**config.mk**
```make
export PLATFORM = sky130hd
export DESIGN_NAME = shifter_pipe
export DESIGN_NICKNAME = d
export VERILOG_FILES = /design/src/rtl/shifter_pipe.sv
export SDC_FILE = /design/constraint.sdc
export NUM_CORES = 1
export LEC_CHECK = 0
export CAP_MARGIN = 0
export CORE_MARGIN = 8
export CORE_UTILIZATION = 40
export CTS_BUF_LIST = sky130_fd_sc_hd__clkbuf_4
export CTS_CLUSTER_DIAMETER = 80
export DETAILED_ROUTE_END_ITERATION = 8
export GPL_TIMING_DRIVEN = 0
export PLACE_DENSITY = 0.7
export SLEW_MARGIN = 20
export SYNTH_ARGS = -nofsm -noshare
export SYNTH_HDL_FRONTEND = slang
export SYNTH_SLANG_ARGS = --single-unit
```
**constraint.sdc**
```tcl
create_clock -name clk -period 2.3 [get_ports clk]
set_input_delay 0.23 -clock clk [delete_from_list [all_inputs] [get_ports clk]]
set_output_delay 0.23 -clock clk [all_outputs]
set_load 0.02 [all_outputs]
```
**src/rtl/shifter_pipe.sv**
```systemverilog
// Pipelined LSL/LSR/ASR/ROR barrel shifter with carry-out and valid/ready handshake on both sides.
// Optional feature macro: SHIFTER_REGMODE_EN enables register-shift semantics (in_regmode).
module shifter_pipe #(
    parameter int unsigned WIDTH  = 32,
    parameter int unsigned AMTW   = 8,
    parameter int unsigned STAGES = 2,
    parameter int unsigned TAGW   = 4
) (
    input  logic              clk,
    input  logic              rst_n,
    input  logic              flush,
    input  logic              in_valid,
    output logic              in_ready,
    input  logic [WIDTH-1:0]  in_data,
    input  logic [AMTW-1:0]   in_amt,
    input  logic [1:0]        in_code,
    input  logic              in_regmode,
    input  logic              in_cflag,
    input  logic [TAGW-1:0]   in_tag,
    output logic              out_valid,
    input  logic              out_ready,
    output logic [WIDTH-1:0]  out_data,
    output logic              out_carry,
    output logic [TAGW-1:0]   out_tag
);

    localparam int unsigned LVLS = $clog2(WIDTH);
    // Working vector {fill, data, carry_in}; every op becomes a right shift of it.
    localparam int unsigned VW   = 2 * WIDTH + 1;

    typedef enum logic [1:0] {
        OP_LSL = 2'd0,
        OP_LSR = 2'd1,
        OP_ASR = 2'd2,
        OP_ROR = 2'd3
    } op_e;

    function automatic logic [WIDTH-1:0] bitrev(input logic [WIDTH-1:0] x);
        logic [WIDTH-1:0] r;
        for (int k = 0; k < int'(WIDTH); k++) begin
            r[k] = x[int'(WIDTH) - 1 - k];
        end
        return r;
    endfunction

    logic [WIDTH-1:0] dec_fill;
    logic [WIDTH-1:0] dec_din;
    logic [WIDTH-1:0] sgn_fill;
    logic             dec_cin;
    logic             dec_rev;
    logic [LVLS-1:0]  dec_amt;

`ifdef SHIFTER_REGMODE_EN
    logic amt_zero;
    logic amt_eq;
    logic amt_gt;

    assign amt_zero = (in_amt == '0);
    assign amt_eq   = (in_amt == AMTW'(WIDTH));
    assign amt_gt   = (in_amt >  AMTW'(WIDTH));
`else
    logic unused_inputs;

    assign unused_inputs = ^{in_regmode, in_amt[AMTW-1:LVLS]};
`endif

    // Map each op onto a right shift of {fill, din, cin} by dec_amt; LSL runs bit-reversed.
    always_comb begin
        sgn_fill = {WIDTH{in_data[WIDTH-1]}};
        dec_fill = '0;
        dec_din  = in_data;
        dec_cin  = in_cflag;
        dec_rev  = 1'b0;
        dec_amt  = in_amt[LVLS-1:0];
`ifdef SHIFTER_REGMODE_EN
        if (in_regmode) begin
            case (op_e'(in_code))
                OP_LSL: begin
                    dec_rev = 1'b1;
                    dec_din = bitrev(in_data);
                    if (amt_eq) begin
                        dec_din = '0;
                        dec_cin = in_data[0];
                        dec_amt = '0;
                    end else if (amt_gt) begin
                        dec_din = '0;
                        dec_cin = 1'b0;
                        dec_amt = '0;
                    end
                end
                OP_LSR: begin
                    if (amt_eq) begin
                        dec_din = '0;
                        dec_cin = in_data[WIDTH-1];
                        dec_amt = '0;
                    end else if (amt_gt) begin
                        dec_din = '0;
                        dec_cin = 1'b0;
                        dec_amt = '0;
                    end
                end
                OP_ASR: begin
                    dec_fill = sgn_fill;
                    if (amt_eq || amt_gt) begin
                        dec_din = sgn_fill;
                        dec_cin = in_data[WIDTH-1];
                        dec_amt = '0;
                    end
                end
                default: begin
                    dec_fill = in_data;
                    if (!amt_zero && (dec_amt == '0)) begin
                        dec_cin = in_data[WIDTH-1];
                    end
                end
            endcase
        end else begin
`endif
            case (op_e'(in_code))
                OP_LSL: begin
                    dec_rev = 1'b1;
                    dec_din = bitrev(in_data);
                end
                OP_LSR: begin
                    if (dec_amt == '0) begin
                        dec_din = '0;
                        dec_cin = in_data[WIDTH-1];
                    end
                end
                OP_ASR: begin
                    dec_fill = sgn_fill;
                    if (dec_amt == '0) begin
                        dec_din = sgn_fill;
                        dec_cin = in_data[WIDTH-1];
                    end
                end
                default: begin
                    dec_fill = in_data;
                    // RRX: a one-bit rotate with the C flag entering at the top
                    if (dec_amt == '0) begin
                        dec_fill[0] = in_cflag;
                        dec_amt     = LVLS'(1);
                    end
                end
            endcase
`ifdef SHIFTER_REGMODE_EN
        end
`endif
    end

    logic [STAGES-1:0] vld_q;
    logic [STAGES-1:0] vld_in;
    logic [STAGES-1:0] rdy;
    logic              bub;
    logic [VW-1:0]     v_in  [STAGES];
    logic [VW-1:0]     v_sh  [STAGES];
    logic [VW-1:0]     v_q   [STAGES];
    logic [LVLS-1:0]   s_in  [STAGES];
    logic [LVLS-1:0]   s_q   [STAGES];
    logic              rev_in[STAGES];
    logic              rev_q [STAGES];
    logic [TAGW-1:0]   tag_in[STAGES];
    logic [TAGW-1:0]   tag_q [STAGES];
    logic [WIDTH-1:0]  data_q;
    logic              carry_q;

    assign vld_in = STAGES'({vld_q, in_valid});

    // Stage inputs: decode feeds stage 0, each later stage reads its predecessor.
    always_comb begin
        v_in[0]   = {dec_fill, dec_din, dec_cin};
        s_in[0]   = dec_amt;
        rev_in[0] = dec_rev;
        tag_in[0] = in_tag;
        for (int i = 1; i < int'(STAGES); i++) begin
            v_in[i]   = v_q[i-1];
            s_in[i]   = s_q[i-1];
            rev_in[i] = rev_q[i-1];
            tag_in[i] = tag_q[i-1];
        end
    end

    // Mux levels split evenly across stages; stage i applies levels [i*L/S, (i+1)*L/S).
    always_comb begin
        for (int i = 0; i < int'(STAGES); i++) begin
            v_sh[i] = v_in[i];
            for (int j = 0; j < int'(LVLS); j++) begin
                if ((j >= (i * int'(LVLS)) / int'(STAGES)) &&
                    (j <  ((i + 1) * int'(LVLS)) / int'(STAGES)) && s_in[i][j]) begin
                    v_sh[i] = v_sh[i] >> (1 << j);
                end
            end
        end
    end

    // A stage may load when any stage at or beyond it is empty, or the output drains.
    always_comb begin
        rdy = '0;
        bub = 1'b0;
        for (int i = 0; i < int'(STAGES); i++) begin
            bub = 1'b0;
            for (int j = i; j < int'(STAGES); j++) begin
                bub = bub | ~vld_q[j];
            end
            rdy[i] = out_ready | bub;
        end
    end

    always_ff @(posedge clk or negedge rst_n) begin
        if (!rst_n) begin
            vld_q   <= '0;
            data_q  <= '0;
            carry_q <= 1'b0;
            for (int i = 0; i < int'(STAGES); i++) begin
                tag_q[i] <= '0;
                v_q[i]   <= '0;
                s_q[i]   <= '0;
                rev_q[i] <= 1'b0;
            end
        end else begin
            for (int i = 0; i < int'(STAGES); i++) begin
                if (flush) begin
                    vld_q[i] <= 1'b0;
                end else if (rdy[i]) begin
                    vld_q[i] <= vld_in[i];
                end
                if (rdy[i] && vld_in[i]) begin
                    tag_q[i] <= tag_in[i];
                    if (i < int'(STAGES) - 1) begin
                        v_q[i]   <= v_sh[i];
                        s_q[i]   <= s_in[i];
                        rev_q[i] <= rev_in[i];
                    end else begin
                        data_q  <= rev_in[i] ? bitrev(v_sh[i][WIDTH:1]) : v_sh[i][WIDTH:1];
                        carry_q <= v_sh[i][0];
                    end
                end
            end
        end
    end

    assign in_ready  = rdy[0];
    assign out_valid = vld_q[STAGES-1];
    assign out_tag   = tag_q[STAGES-1];
    assign out_data  = data_q;
    assign out_carry = carry_q;

endmodule

```
==> qor.yml, run 1 <==
synth:
  synth_cells: 938
  ys_seq_area_frac: 0.3344
  synth_top_cell_by_area: "dfrtp_1"
  ys_top_cells_by_area: "dfrtp_1 33%, mux4_2 9.2%, o21ai_0 8.1%"
  synth-main-ff-cell: "dfrtp_1"
  synth_warnings: 0
  synth.ff_latch_count: 108
  synth-async-reset-ratio: 1.000
  synth.distinct_cells: 59
  avgSynthCellArea_sq_um: 8.617
  synth_top_area_share: 0.3344
  synth_edf_count: 0
  synth_nets: 995
  syn_area_sq_um: 8083
die:
  die_y_microns: 158.2
  rows: 52
  die-width_microns: 158.2
  initial_core_util: 0.4033
  dieArea_sq_um: 25010
  core-area_sq_um: 20040
  ios: 92
routing:
  drt_wl_total_microns: 32170
  vias: 8334
  routed_via_density: 6.352
  drtPass1Iterations: 5
  routedWlPerCell_microns: 24.52
  drt_iter0_drc: 728
  drc: 0
  antenna_left: 0
global_route:
  grt_use_total: 0.2556
  grt_overflow: 0
  first_global_vias: 8057
  grt_pass1_wl_microns: 48600
  antenna_found_initial: 0
  grt_max_degree: 68
cts:
  cts_made_buffers: 9
  cts_root_buf: "clkbuf_4"
  numClockSinks: 108
  clock_latency_ns: 0.51
  cts_buffer_depth: 2
  htreeDepth: 3
  tritoncts: "built"
  clk_pin_slew_ns: 0.17
timing:
  finalCritPeriodShare: 0.9771
  worst_clock_skew_ns: 0.02082
  hold_violations: 0
  finalSetupViolations: 0
  slew_violations: 0
  max_freq_mhz: 445.0
  min_period_ns: 2.247
  tightestPinTransition_ns: 0.7336
  slew_headroom: 0.5109
  fin_tns_setup_ns: 0
  rsz0062_at_grt: "no"
  fin_hold_ws_ns: 0.1806
pwr:
  switching_share: 0.3945
  p_leak_uw: 0.003722
  p_sw_uw: 2436
  pwr-share-seq: 0.408
  intPower_uw: 3739
  power_density_nw_per_um2: 645.3
  peakVddDrop_mv: 0.2398
  comb_power_share: 0.426
  p_total_uw: 6175
  clkPwrFrac: 0.166
setup_path:
  cp-end-kind: "flip-flop"
  path_cells: "clkdlybuf4s50_1 > ha_1 > clkbuf_2 > clkbuf_1 > a31oi_1 > a22oi_1 > o21ai_0"
  critPathLaunchType: "primary input"
  crit_arrival_ns: 2.63
  cpPeakStageDelay_ns: 0.52
  crit_type: "primary input to flip-flop"
  required_ns: 2.69
  path_max_fanout: 10
  slowest_stage: "clkdlybuf4s50_1"
  cp_top_family: "buffers and inverters"
  cp_num_buf_inv: 3
placed_design:
  dp.cells: 1294
  port_buffers: 85
  hpwlAfterDp_microns: 25880
  place_area_sq_um: 9300
  gp_congestion: 0.9828
worst_hold_path:
  hold_class: "primary input to async pin"
cells_and_area:
  nets: 1093
  final_cell_mix: "129 x o21ai_0, 115 x nand2_1, 108 x dfrtp_1"
  drive_above_1_share: 0.1441
  layout_commonest_cell: "o21ai_0"
  finalNonFillerCells: 1312
  syn_to_final_growth_pct: 18.39
  design_area_sq_um: 9569
run_status:
  status: "complete, no violations"
job:
  cap_violations: 0
[final cells by class]
| type | count | area (sq um) |
|---|---|---|
| Multi-Input combinational cell | 728 | 5027 |
| Timing Repair Buffer | 90 | 912.1 |
| Fill cell | 2025 | 10470 |
| Inverter | 11 | 41.29 |
| Clock inverter | 6 | 68.82 |
| Tap cell | 270 | 337.8 |
| Sequential cell | 108 | 2703 |
| Clock buffer | 10 | 75.07 |
| Antenna cell | 1 | 2.502 |
| Buffer | 88 | 401.6 |
[through the flow]
| stage | setup slack [ns] | util |
|---|---|---|
| 2_1_floorplan | 0.3411 | - |
| 3_3_place_gp | -2.991 | 0.4627 |
| 3_5_place_dp | -0.9253 | 0.4641 |
| 4_1_cts | 0.004581 | 0.4745 |
| 5_1_grt | 0.008322 | 0.4774 |
| 6_report | 0.05263 | 0.4775 |
[registers in the layout (all words and copies together), names as in the netlist]
name,cells
v_in,61
out_data,32
out_tag,4
tag_in,4
s_in,3
vld_q,2
out_carry,1
rev_in,1
[path summary, 6_finish.rpt]
kind / from / endpoint / slack (ns) / cells after the start
worst max-delay path: in_code[0] / v_in[31] / 0.05 / 7
worst min-delay path: rst_n / out_data[12] / 0.18 / 2
worst max register to register: vld_q[1] / v_in[18] / 0.20 / 6
worst min register to register: out_data[6] / out_data[6] / 0.50 / 2
max in group asynchronous: rst_n / v_in[42] / 1.46 / 3
min in group clk: in_amt[1] / v_in[56] / 0.21 / 4
[worst reg2reg max path, delay by kind of cell (launching register included)]
| kind | cells | cell delay, ns |
|---|---|---|
| flip-flops | 1 | 0.44 |
| AND/OR/NAND/NOR | 4 | 1.09 |
| AO/OA/AOI/OAI | 1 | 0.14 |
| buffers and inverters | 1 | 0.35 |
[cells by family (layout without fill, tap and decap cells)]
family | Yosys count | in the layout | share of synthesized area
AO/OA/AOI/OAI | 350 | 350 | 0.2833
adder cells (fa/ha/maj) | 4 | 4 | 0.006192
buffers and inverters | 102 | 205 | 0.05170
flip-flops | 108 | 108 | 0.3344
multiplexers | 103 | 103 | 0.1814
other | 0 | 1 | 0
AND/OR/NAND/NOR | 271 | 271 | 0.1430
[per-layer routing]
layer,vias to the layer above,global-route usage,part of all wire
met5,-,0,0
met4,0,0.1410,0.053
met3,95,0.04013,0.086
met2,503,0.4290,0.47
met1,3989,0.3087,0.39
li1,3747,-,-
[power by group through the flow]
stage	Clock [uW]	Sequential, uW	Combinational, uW
floorplan	0	2650	1380
global placement	0	2540	2540
detailed placement	0	2550	2580
CTS	1020	2510	2590
global route	1080	2560	2820
finish	1020	2520	2630
[Yosys cell counts (2+ instances only)]
| master | n |
|---|---|
| a211oi_1 | 8 |
| o22a_1 | 9 |
| o221a_2 | 17 |
| a31oi_1 | 23 |
| nor2_1 | 82 |
| nand2_1 | 115 |
| nand2b_1 | 2 |
| a21oi_1 | 59 |
| nor2b_1 | 2 |
| o32ai_1 | 7 |
| or3_1 | 4 |
| clkinv_1 | 2 |
| o31ai_1 | 5 |
| mux2_2 | 18 |
| mux4_2 | 33 |
| buf_2 | 13 |
| o21ai_1 | 7 |
| and2_1 | 6 |
| a2111oi_0 | 2 |
| o211ai_1 | 4 |
| nand3_1 | 42 |
| dfrtp_1 | 108 |
| a21boi_0 | 2 |
| o32a_1 | 11 |
| mux2i_1 | 52 |
| inv_1 | 9 |
| a221oi_1 | 14 |
| a31o_2 | 4 |
| buf_1 | 5 |
| o21a_1 | 7 |
| clkbuf_1 | 70 |
| o21ai_0 | 131 |
| a32o_1 | 5 |
| a221o_1 | 5 |
| a21o_1 | 16 |
| nor3_1 | 12 |
| ha_1 | 4 |
| buf_6 | 2 |
[what timing repair did]
action / in CTS / in global routing
pin swaps: 1 / 0
hold endpoints to repair: 41 / 0
buffers inserted: 3 / 0
resized for setup: 17 / 38
endpoints found under the setup margin: 54 / 74
hold buffers: 1 / 0
(Power assumes the default switching activity.)
==> inputs of run 2 (changes only) <==
--- a/config.mk
+++ b/config.mk
@@ -7,12 +7,12 @@
 export LEC_CHECK = 0
 export CAP_MARGIN = 0
 export CORE_MARGIN = 8
-export CORE_UTILIZATION = 40
-export CTS_BUF_LIST = sky130_fd_sc_hd__clkbuf_4
+export CORE_UTILIZATION = 30
+export CTS_BUF_LIST = sky130_fd_sc_hd__clkbuf_4 sky130_fd_sc_hd__clkbuf_8 sky130_fd_sc_hd__clkbuf_16
 export CTS_CLUSTER_DIAMETER = 80
 export DETAILED_ROUTE_END_ITERATION = 8
 export GPL_TIMING_DRIVEN = 0
-export PLACE_DENSITY = 0.7
+export PLACE_DENSITY = 0.58
 export SLEW_MARGIN = 20
 export SYNTH_ARGS = -nofsm -noshare
 export SYNTH_HDL_FRONTEND = slang
==> qor.yml, run 2 (synthesized netlist as in run 1, its figures left out) <==
cells_and_area:
  nFillCells: 2735
  drive_above_1_share: 0.1748
  post-route-util: 0.3721
  nets: 1093
  diodes: 0
  syn_to_final_growth_pct: 23.03
  design_area_sq_um: 9945
  layout_commonest_cell: "o21ai_0"
  largest_reg_flops: 61
  final_cell_mix: "125 x o21ai_0, 114 x nand2_1, 108 x dfrtp_1"
  finalNonFillerCells: 1382
timing:
  hold_violations: 0
  setup_ws_ns: 0.04012
  slew_violations: 0
  max_freq_mhz: 442.5
  finalSetupViolations: 0
  finalCritPeriodShare: 0.9826
  min_period_ns: 2.260
  tightestPinTransition_ns: 0.7227
  slew_headroom: 0.5182
  worst_clock_skew_ns: 0.01252
  rsz0062_at_grt: "yes"
cts:
  cts_root_buf: "clkbuf_16"
  cts_buffer_depth: 2
  cts_made_buffers: 9
  clk_pin_slew_ns: 0.08
  numClockSinks: 108
  htreeDepth: 3
  tritoncts: "built"
  clock_latency_ns: 0.36
die:
  core-area_sq_um: 26730
  dieArea_sq_um: 32450
  initial_core_util: 0.3024
  die-width_microns: 180.1
  rows: 60
  ios: 92
  die_y_microns: 180.1
placed_design:
  place_area_sq_um: 9389
  pre_cts_slack_ns: -0.8198
  dp.cells: 1365
  gp_congestion: 0.9761
  port_buffers: 85
  hpwlAfterDp_microns: 28160
global_route:
  grt_use_total: 0.2117
  grt-busiest-layer: "met2"
  grt_pass1_wl_microns: 53850
  use_met1: 0.2635
  first_global_vias: 8417
  grt_overflow: 0
  grt_max_degree: 67
  grtUsageMet3: 0.04194
  grt_use_met2: 0.3544
  antenna_found_initial: 0
routing:
  routed_via_density: 6.098
  antenna_left: 0
  drtPass1Iterations: 6
  drc: 0
  routedWlPerCell_microns: 25.48
  drt_iter0_drc: 1104
  drt_wl_total_microns: 35210
  vias: 8428
setup_path:
  r2r_start: "s_in[3]"
  crit_type: "primary input to flip-flop"
  required_ns: 2.55
  crit_arrival_ns: 2.51
  cp-end-kind: "flip-flop"
  ff2ff_setup_slack_ns: 0.06
  critPathLaunchType: "primary input"
  path_max_fanout: 10
  cp-startpoint: "in_code[0]"
worst_hold_path:
  hold_class: "primary input to flip-flop"
  min-delay-start: "in_amt[2]"
run_status:
  status: "complete, no violations"
pwr:
  p_leak_uw: 0.003846
  p_total_uw: 6751
  peakVddDrop_mv: 0.3514
  power_density_nw_per_um2: 678.8
job:
  cap_violations: 0
-- run 2: cell types whose count changed in the layout (fill, tap and decap cells not counted), moves of 4 or more --
cell       change
o21ai_0        -4
clkbuf_4       -7
o21ai_2        +4
a21oi_1        -4
clkbuf_1      -10
clkbuf_2       +6
clkbuf_16      +9
-- run 2: layer usage --
layer,part of all wire,vias to the layer above
met2,0.47,484
met3,0.078,98
met1,0.41,4118
li1,-,3728
met5,0,-
met4,0.042,0
-- run 2: report_power, final --
part | internal [uW] | total [uW] | switching (uW)
Combinational | 1190 | 2720 | 1530
Clock | 743 | 1510 | 764
Sequential | 2220 | 2520 | 301
-- run 2: worst max-delay path: stages --
cell and delay, ns:
clkdlybuf4s50_1 0.51, inv_1 0.07, ha_1 0.27, or2_2 0.38, buf_4 0.22, a221oi_1 0.40, o31ai_4 0.16, o221a_2 0.25
-- run 2: final timing paths --
| check | endpoint | cells past startpoint |
|---|---|---|
| worst max-delay path | v_in[12] | 8 |
| worst max register to register | out_data[15] | 8 |
| max in group asynchronous | v_in[48] | 3 |
| worst min-delay path | s_in[2] | 3 |
| worst min register to register | tag_in[0] | 2 |
| min in group asynchronous | out_data[14] | 2 |
-- run 2: stage by stage --
step | TNS [ns] | hold WS, ns
global placement | -385.56 | 0.4609
global route | -0.1129 | 0.2758
detailed placement | -39.07 | 0.1743
CTS | -0.05487 | 0.3569
finish | 0 | 0.2189
floorplan | 0 | -0.06559
-- run 2: final cells by class --
type | count | area [sq um] | share of cell area
Buffer | 88 | 424.2 | 0.04265
Clock buffer | 9 | 225.2 | 0.02265
Clock inverter | 7 | 48.80 | 0.004907
Inverter | 11 | 41.29 | 0.004152
Multi-Input combinational cell | 728 | 5149 | 0.5177
Sequential cell | 108 | 2703 | 0.2718
Tap cell | 341 | 426.7 | 0.04290
Timing Repair Buffer | 90 | 927.1 | 0.09323
-- run 2: timing repair --
action	CTS	global route
hold endpoints to repair	42	0
buffers inserted	3	0
hold buffers	1	0
resized for setup	46	54
pin swaps	1	1
endpoints found under the setup margin	68	68
==> inputs of run 3 (changes only) <==
==> constraint.sdc (replaced) <==
create_clock -name clk -period 2.8 [get_ports clk]
set_input_delay 0.28 -clock clk [delete_from_list [all_inputs] [get_ports clk]]
set_output_delay 0.28 -clock clk [all_outputs]
set_load 0.02 [all_outputs]
==> qor.yml, run 3 (synthesized netlist as in run 1, its figures left out) <==
cells_and_area:
  largest_reg_flops: 61
  layout_commonest_cell: "o21ai_0"
  drive_above_1_share: 0.1169
  nets: 1096
  syn_to_final_growth_pct: 20.17
  diodes: 0
  final_cell_mix: "130 x o21ai_0, 115 x nand2_1, 108 x dfrtp_1"
timing:
  fin_tns_setup_ns: 0
  rsz0062_at_grt: "no"
  tightestPinTransition_ns: 0.8699
  slew_violations: 0
  finalCritPeriodShare: 0.9875
  min_period_ns: 2.765
  fin_hold_ws_ns: 0.3985
  max_freq_mhz: 361.7
  slew_headroom: 0.4179
  finalSetupViolations: 0
  hold_violations: 0
  setup_ws_ns: 0.03494
  worst_clock_skew_ns: 0.01072
placed_design:
  gp_congestion: 0.9761
  hpwlAfterDp_microns: 28160
  pre_cts_slack_ns: -0.3698
  port_buffers: 85
global_route:
  grt_overflow: 0
  grt_pass1_wl_microns: 53560
  first_global_vias: 8413
  grt_use_total: 0.2107
  grt_max_degree: 67
  antenna_found_initial: 0
routing:
  drtPass1Iterations: 6
  routed_via_density: 6.122
  drt_wl_total_microns: 35270
  antenna_left: 0
  routedWlPerCell_microns: 25.47
  drt_iter0_drc: 1128
  vias: 8479
  drc: 0
cts:
  cts_root_buf: "clkbuf_16"
  numClockSinks: 108
  cts_made_buffers: 9
  clock_latency_ns: 0.36
  htreeDepth: 3
  tritoncts: "built"
  cts_buffer_depth: 2
  clk_pin_slew_ns: 0.08
die:
  die_y_microns: 180.1
  initial_core_util: 0.3024
  core-area_sq_um: 26730
  die-width_microns: 180.1
  dieArea_sq_um: 32450
  ios: 92
  rows: 60
setup_path:
  crit_arrival_ns: 2.98
  crit_type: "primary input to flip-flop"
  path_max_fanout: 10
  cp_num_buf_inv: 3
  cpPeakStageDelay_ns: 0.62
  crit_top_cell: "o21ai_0"
  critPathLaunchType: "primary input"
  slowest_stage: "o21ai_0"
  required_ns: 3.01
  path_cells: "clkdlybuf4s50_1 > nor4_4 > buf_4 > clkbuf_1 > o21ai_0 > o21ai_0 > a31o_2 > a31oi_1"
  cp_top_family: "buffers and inverters"
  cp-end-kind: "flip-flop"
pwr:
  peakVddDrop_mv: 0.2805
  power_density_nw_per_um2: 564.8
  p_leak_uw: 0.003718
worst_hold_path:
  hold_class: "primary input to async pin"
job:
  cap_violations: 0
run_status:
  status: "complete, no violations"
[run 3: cell count changes in the layout (fill, tap and decap cells not counted), moves of 5 or more]
cell,before,now
nor2_2,6,1
clkbuf_1,41,68
clkbuf_4,5,0
clkbuf_2,26,3
nor2_1,77,82
a21oi_2,6,1
a21oi_1,52,58
o21ai_0,125,130
[run 3: layout make-up]
type	instances	area [sq um]
repair buffers	90	912.1
well taps	341	426.7
inverters	11	41.29
plain buffers	91	380.4
flip-flops and latches	108	2703
fillers	2751	17010
multi-input cells	728	4976
clock buffers	9	225.2
clock inverters	7	48.80
[run 3: report_power, final]
part | internal [uW] | total [uW] | switching [uW]
sequential | 1830 | 2070 | 246
combinational | 947 | 2180 | 1240
clock | 610 | 1230 | 620
total | 3380 | 5490 | 2100
[run 3: worst reg2reg max path: stages, from the launching register on]
cell      delay [ns]
dfrtp_1         0.32
clkbuf_1        0.24
buf_2           0.36
buf_2           0.32
mux4_2          0.35
nand2_1         0.08
o21ai_0         0.22
o21ai_0         0.32
o21ai_0         0.11
[run 3: routing by layer]
metal,up-vias,track usage,part of all wire
met3,104,0.03810,0.068
met5,-,0,0
met1,4181,0.2641,0.42
met4,0,0.08763,0.042
met2,450,0.3530,0.47
li1,3744,-,-
[run 3: final timing paths]
kind	from	endpoint	slack, ns	depth (start not counted)
max in group asynchronous	rst_n	v_in[52]	1.72	3
max reg2reg	s_in[3]	out_data[15]	0.36	8
max	in_amt[2]	v_in[1]	0.03	8
min in group clk	in_tag[2]	tag_in[2]	0.45	3
min	rst_n	out_data[14]	0.40	2
min reg2reg	tag_in[0]	tag_in[0]	0.47	2
[run 3: repair_timing]
item                       CTS  global route
resized for setup            0             9
setup endpoints to repair    0            25
hold buffers                 1             0
buffers inserted             0             3
hold endpoints to repair    42             0
[run 3: through the flow]
stage	util	cell area, sq um	total power, uW	instances
floorplan	-	8083	3313	938
global placement	0.3502	9360	4230	1364
detailed placement	0.3513	9389	4257	1365
CTS	0.3619	9673	5466	1382
global route	0.3634	9713	5761	1385
finish	0.3634	9713	5486	1385
